[src/rtl/branch_stack.sv]
// Branch checkpoint store: one slot per in-flight branch mask bit, holding the
// rename map, free list, ROB tail and parent mask needed to recover on mispredict.
module branch_stack #(
  parameter int B_MASK_WIDTH = 4,
  parameter int ARCH_REG_SZ  = 32,
  parameter int PHYS_REG_SZ  = 64,
  parameter int PREG_BITS    = 6,
  parameter int ROB_SZ_BITS  = 5
) (
  input  logic                                          clock,
  input  logic                                          reset,
  input  logic [B_MASK_WIDTH-1:0]                       push_valid,
  input  logic [B_MASK_WIDTH*ARCH_REG_SZ*PREG_BITS-1:0] push_map_table,
  input  logic [B_MASK_WIDTH*PHYS_REG_SZ-1:0]           push_free_list,
  input  logic [B_MASK_WIDTH*ROB_SZ_BITS-1:0]           push_rob_tail,
  input  logic [B_MASK_WIDTH*B_MASK_WIDTH-1:0]          push_parent_mask,
  input  logic [PHYS_REG_SZ-1:0]                        retire_free,
  input  logic                                          resolve_valid,
  input  logic [B_MASK_WIDTH-1:0]                       resolve_bit,
  input  logic                                          resolve_mispred,
  output logic [B_MASK_WIDTH-1:0]                       b_mask_reg,
  output logic [$clog2(B_MASK_WIDTH+1)-1:0]             bs_free_count,
  output logic                                          restore_valid,
  output logic [ARCH_REG_SZ*PREG_BITS-1:0]              map_table_restore,
  output logic [PHYS_REG_SZ-1:0]                        free_list_restore,
  output logic [ROB_SZ_BITS-1:0]                        rob_tail_restore,
  output logic [B_MASK_WIDTH-1:0]                       squash_mask,
  output logic [B_MASK_WIDTH-1:0]                       resolved_mask,
  output logic                                          bs_error
);

  localparam int MAP_W = ARCH_REG_SZ*PREG_BITS;
  localparam int CNT_W = $clog2(B_MASK_WIDTH+1);
  localparam int IDX_W = (B_MASK_WIDTH > 1) ? $clog2(B_MASK_WIDTH) : 1;

  logic [MAP_W-1:0]        slot_map    [B_MASK_WIDTH];
  logic [PHYS_REG_SZ-1:0]  slot_free   [B_MASK_WIDTH];
  logic [ROB_SZ_BITS-1:0]  slot_rob    [B_MASK_WIDTH];
  logic [B_MASK_WIDTH-1:0] slot_parent [B_MASK_WIDTH];

  logic                    onehot, live_hit, res_ok, res_bad, res_correct, res_mispred;
  logic [IDX_W-1:0]        res_idx;
  logic [B_MASK_WIDTH-1:0] squash_set, clear_set, correct_clr, push_ok, push_clash;

  always_comb begin
    onehot      = (resolve_bit != '0) &&
                  ((resolve_bit & (resolve_bit - B_MASK_WIDTH'(1))) == '0);
    live_hit    = |(resolve_bit & b_mask_reg);
    res_ok      = resolve_valid & onehot & live_hit;
    res_bad     = resolve_valid & ~res_ok;
    res_correct = res_ok & ~resolve_mispred;
    res_mispred = res_ok & resolve_mispred;
    correct_clr = {B_MASK_WIDTH{res_correct}} & resolve_bit;

    res_idx = '0;
    for (int unsigned i = 0; i < B_MASK_WIDTH; i++)
      if (resolve_bit[i]) res_idx = IDX_W'(i);

    // The mispredicted branch plus every live branch that recorded it as a parent.
    squash_set = '0;
    if (res_mispred) begin
      squash_set = resolve_bit;
      for (int unsigned j = 0; j < B_MASK_WIDTH; j++)
        if (b_mask_reg[j] && slot_parent[j][res_idx]) squash_set[j] = 1'b1;
    end
    clear_set = correct_clr | squash_set;

    // A slot freed by a correct resolve this cycle may be re-pushed at the same edge.
    for (int unsigned i = 0; i < B_MASK_WIDTH; i++) begin
      push_clash[i] = push_valid[i] & ~res_mispred & b_mask_reg[i] & ~clear_set[i];
      push_ok[i]    = push_valid[i] & ~res_mispred & ~(b_mask_reg[i] & ~clear_set[i]);
    end

    bs_free_count = '0;
    for (int unsigned i = 0; i < B_MASK_WIDTH; i++)
      if (!b_mask_reg[i]) bs_free_count = bs_free_count + CNT_W'(1);
  end

  always_ff @(posedge clock) begin
    for (int unsigned i = 0; i < B_MASK_WIDTH; i++) begin
      if (push_ok[i]) begin
        slot_map[i]    <= push_map_table[i*MAP_W +: MAP_W];
        slot_free[i]   <= push_free_list[i*PHYS_REG_SZ +: PHYS_REG_SZ] | retire_free;
        slot_rob[i]    <= push_rob_tail[i*ROB_SZ_BITS +: ROB_SZ_BITS];
        slot_parent[i] <= push_parent_mask[i*B_MASK_WIDTH +: B_MASK_WIDTH] & ~correct_clr;
      end else begin
        if (b_mask_reg[i]) slot_free[i] <= slot_free[i] | retire_free;
        slot_parent[i] <= slot_parent[i] & ~correct_clr;
      end
    end
  end

  always_ff @(posedge clock or posedge reset) begin
    if (reset) begin
      b_mask_reg        <= '0;
      restore_valid     <= 1'b0;
      map_table_restore <= '0;
      free_list_restore <= '0;
      rob_tail_restore  <= '0;
      squash_mask       <= '0;
      resolved_mask     <= '0;
      bs_error          <= 1'b0;
    end else begin
      b_mask_reg    <= (b_mask_reg & ~clear_set) | push_ok;
      restore_valid <= res_mispred;
      squash_mask   <= squash_set;
      resolved_mask <= correct_clr;
      if (res_bad || (push_clash != '0)) bs_error <= 1'b1;
      if (res_mispred) begin
        map_table_restore <= slot_map[res_idx];
        free_list_restore <= slot_free[res_idx] | retire_free;
        rob_tail_restore  <= slot_rob[res_idx];
      end
    end
  end

endmodule

[config.mk]
export PLATFORM = sky130hd
export DESIGN_NAME = branch_stack
export DESIGN_NICKNAME = d
export VERILOG_FILES = /design/src/rtl/branch_stack.sv
export SDC_FILE = /design/constraint.sdc
export NUM_CORES = 2
export LEC_CHECK = 0
export ABC_AREA = 0
export BUFFER_PORTS_ARGS = -buffer_cell sky130_fd_sc_hd__buf_2
export CAP_MARGIN = 40
export CORE_AREA = 4 4 548 550
export DETAILED_ROUTE_END_ITERATION = 12
export DIE_AREA = 0 0 552 554
export PLACE_DENSITY = 0.41
export REMOVE_ABC_BUFFERS = 1
export SLEW_MARGIN = 20
export SYNTH_ARGS = -nofsm -noshare
export SYNTH_HDL_FRONTEND = slang
export SYNTH_SLANG_ARGS = --single-unit
[constraint.sdc]
create_clock -name clock -period 13.6 [get_ports clock]
set_clock_uncertainty 0.1 [all_clocks]
set_input_delay 1.36 -clock clock [delete_from_list [all_inputs] [get_ports clock]]
set_output_delay 1.36 -clock clock [all_outputs]
set_load 0.03 [all_outputs]
After elaboration in Yosys (flattened, before gate mapping)
Memories as Yosys holds them, arrays and structs flattened. A register that Yosys moved wholly into a read port is not among the register bits.
Cells that the tools add are included.

word-level totals
  register bits after elaboration = 78
  memory bits (writable) = 1060
  output and inout bits = 278
  memories kept = 4

memory list
  memory       words  width  rd ports  clocked after memory_dff  wr ports  line  RTL
  slot_map     4      192    1         1                         4         36    logic [MAP_W-1:0] slot_map [B_MASK_WIDTH];
  slot_free    4      64     5         0                         4         37    logic [PHYS_REG_SZ-1:0] slot_free [B_MASK_WIDTH];
  slot_rob     4      5      1         1                         4         38    logic [ROB_SZ_BITS-1:0] slot_rob [B_MASK_WIDTH];
  slot_parent  4      4      4         0                         4         39    logic [B_MASK_WIDTH-1:0] slot_parent [B_MASK_WIDTH];

operators by class
  add/subtract/negate cells = 4
  order comparisons = 1
  multiplexer cells = 52
  bitwise gates (word level) = 69
  reductions and logical operators = 10

operator list
  kind                   count
  $or A64 B64 Y64        9
  $mux W64               4
  $and A4 B4 Y4          12
  $mux W1                34
  $and A1 B1 Y1          25
  $mux W4                5
  $not A1 Y1             11
  $add A3 B1 Y3 const B  3
  $mux W3                3
  $bmux W1 S2            4
  $not A4 Y4             2
  $or A1 B1 Y1           8
  $or A4 B4 Y4           2
  $reduce_bool A4 Y1     2
  $logic_and A1 B1 Y1    5
  $logic_not A4 Y1       1
  $mux W2                2
  $reduce_or A4 Y1       1
  $sub A4 B1 Y4 const B  1
  $lt A2 B3 Y1 const B   1
  $logic_or A1 B1 Y1     1

Longest topological paths before layout
  depth after elaboration = 16
  mapped depth = 10

Worst setup path before layout
Ideal clock, no wire load.

  kind = input-to-reg
  start = input port resolve_bit[2]
  end = memory slot_map[3][0] in the netlist's numbering (enable)
  setup time = 757 ps
  arrival time = 11007 ps
  slack = 1737 ps
  cell stages on the path = 6
  buffers on the path = 2
  cell sequence = buf_2 or4b_4 o311a_2 buf_6 o41a_1 nor2_1

RTL lines
  element      line  RTL
  from (decl)  19    input logic [B_MASK_WIDTH-1:0] resolve_bit,
  to (decl)    36

==> results.md <==
* Cell Area, Synth at 0.0545 mm²
* Synth area leaders: edfxtp_1 58%, dfrtp_1 13%, mux2i_1 6.0%, a211o_1 3.1%, nand2_1 2.8%
* Initial antenna violation count at 190
* Fin area at 0.0718 mm²
* FP Rows at 200
* Regs by FF count: slot_map: 768 flops, slot_free: 256 flops, map_table_restore: 192 flops
* IO Port Bufs at between 1k and 1.5k
* Setup-failing EPs final at 0
* Die area at a little over 0.3 mm²
* Adder-cell share of the synthesized area at 0.0689%
* DP Wirelength at roughly 180000 µm
* Fin nets at 6466
* Hold endpoint: slot_parent[1][4]
* Clock tree from TritonCTS: yes
* YS warnings at 0
* Highest Clock Rate at 0.180 GHz
* Worst EP arrival at a little under 6000 ps
* R2r setup slk at between 8000 and 9000 ps
* Root buffer cell: clkbuf_16
* Hold_sp: slot_parent[1][4]
* Flops & latches, synth at 1332
* Setup TNS at 0 ps
* Clock sinks at between 1k and 1.5k
* Initial DRC Count at around 2.9k
* Die X-Extent at ~550 µm
* Post-synthesis xor/xnor area fraction at 0.0643%
* Main combinational cell family by area after synthesis: compound AO/OA/AOI/OAI gates
* Dpl cell area at approximately 0.066 mm²
* Cells after Synth at around 4k
* Maximum vdd drop at between 0.0001 and 0.00015 V
* DR vias at around 40k
* Post-synthesis sequential area ratio at approximately 70%
* Pwr dens at 158 mW/mm²
* Placeable core area at roughly 0.30 mm²
* P_leak at between 20 and 30 nW
* Vias in the first global route at about 40k
* Max_slew headroom at a little over a third
* Total track usage at roughly 15%
* R2R depth at 8
* Status: finished clean
* Worst Max-Slew Pin Slew at approximately 960 ps
* Capturing point of the worst reg2reg path: map_table_restore[2]
* Avg Cell Area, Syn at approximately 14 µm²
* Prevailing post-synth register cell: edfxtp_1
* Final Total Pwr at about 11 mW
* CTS resizes at 0
* Compound-gate portion of the synthesized area at 12.3%
* Final Hold Viols at 0
* Startpoint types: input pin
* Gpl congestion at 0.849
* CP endpoint kind: flop
* Largest net degree at the start of global routing at ~150
* First-pass GRT wire length at 335000 µm
* Vias per Instance at approximately 4.2
* Post-synthesis mux area share at under 10%
* Max_cap viols at 0
* Largest reg by FF count: slot_map
* Largest register FFs at ~770
* Avg WL per Cell at 25.9 µm
* Asr flop ratio synth at 20.6%
* Synth area leader: edfxtp_1
* Worst EP required at approximately 14000 ps
* WL final at approximately 250000 µm
* Initial core utilization at roughly 18%
* Min Clock Period, post-route at ~5500 ps
* Hold buffers post-CTS at 0
* Setup CP Type: in2reg
* Layout Area Growth over Synthesis at 31.7%
* Worst Path Max Fanout at 84
* Final Non-Filler Cells at ~9.5k
* Register area at slightly below 0.04 mm²
* Pre-antenna DRT Iters at 5
* Commonest non-fill, non-tap cell in the layout: buf_2
* Residual DRC at 0
* Grt ovf at 0
* Critical R2R Launch: b_mask_reg[3]
* Worst hold path depth at 2
* Clock latency on the worst-skew pair at 850 ps
* Setup Fix Bufs, Post-CTS at 0
* Filler cells at ~32k
* Simple logic cell fraction of the synthesized area at 8.52%
* Final cycle utilization of the critical path at between 40% and 50%
* Placed cells at between 9k and 10k
* Antenna-violating nets left at 0
* H-Tree Depth at 4
* CTS Buf Count at about 170
* Die height at 554 µm
* Min-Delay Path Class: reg2reg
* RSZ-0062 raised after global routing: no
* Commonest cells after routing, fill and taps aside: 1407 x buf_2, 1044 x edfxtp_1, 397 x nand2_1
* Clock-pin slew on the worst setup and hold paths at around 50 ps
* Final Max Slew Viols at 0
* Area of the multi-input gates at 0.0149 mm²
* Ports at approximately 1.4k
* Share of layout cells above drive strength 1 at between 30% and 40%
* Max clock buf depth at 4
* Post-synth cell types at between 50 and 60
* EDFF count, synth at 1044
* Synth top area share at 57.5%
## worst max-delay path, cell delays in order
cell and delay (ps):
buf_8 310, buf_4 570, or4b_1 250, o311a_2 420
o21ai_1 300, nor2_4 230, buf_12 320, buf_4 750
buf_4 660
## layer usage
| metal | GRT usage [%] | up-vias | wire length [µm] |
|---|---|---|---|
| met5 | 0 | - | 805 |
| met2 | 26.7 | 1596 | 121000 |
| met1 | 18.0 | 19700 | 96600 |
| met3 | 5.49 | 500 | 21200 |
| met4 | 3.65 | 138 | 6220 |
| li1 | - | 17600 | - |
## Yosys cell counts (all sizes together) (2+ instances only)
cell type and instances:
a211o 193, nor3 2, a31oi 3, or4b 2, nor2b 193, dfrtp 275, o211ai 198, clkbuf 125
nand2 401, a22oi 2, dfxtp 13, nand4 6, o21ai 90, mux2i 329, o21a 197, a21oi 286
mux2 2, ha 3, inv 7, xnor2 4, edfxtp 1044, nor2 335, nand3b 66, buf 133
a21o 4, and2 2, nand3 8
## stage by stage
| stage | util (%) | hold slack (ps) | worst slack (ps) |
|---|---|---|---|
| 5_1_grt | 24.2 | 397 | 7930 |
| 6_report | 24.3 | 381 | 8060 |
| 4_1_cts | 24.2 | 381 | 8180 |
| 3_3_place_gp | 22.3 | 365 | 7310 |
| 3_5_place_dp | 22.4 | 371 | 7260 |
| 2_1_floorplan | - | 350 | 1900 |
## worst max-delay path by stage
stage | start | cells after the start | to
4_1_cts | resolve_bit[3] | 9 | slot_map[2][130]
3_3_place_gp | resolve_bit[3] | 9 | slot_map[2][178]
6_report | resolve_bit[3] | 9 | slot_map[2][179]
2_1_floorplan | resolve_bit[0] | 4 | slot_map[3][0]
5_1_grt | resolve_bit[3] | 11 | map_table_restore[36]
3_5_place_dp | resolve_bit[3] | 10 | map_table_restore[164]
## final cells by class
class                           count  share of cell area [%]
Sequential cell                  1332                    53.6
Multi-Input combinational cell   2340                    20.7
Timing Repair Buffer             1481                    11.0
Tap cell                         3939                    6.87
Clock buffer                      240                    6.54
Clock inverter                     64                    1.06
Antenna cell                       59                   0.206
Inverter                            7                  0.0575
## report_power, final
group	leakage, nW	switching, mW	internal, mW
clock network	2.64	1.85	2.61
registers	12.4	0.212	4.80
logic	11.8	1.26	0.589
## cells by family after synthesis
group	after synthesis
buf+inv	265
flops	1332
simple gates	1020
compound gates	982
mux	331
fa+ha+maj	3
xor+xnor	4
Power figures use the tool's default switching activity.
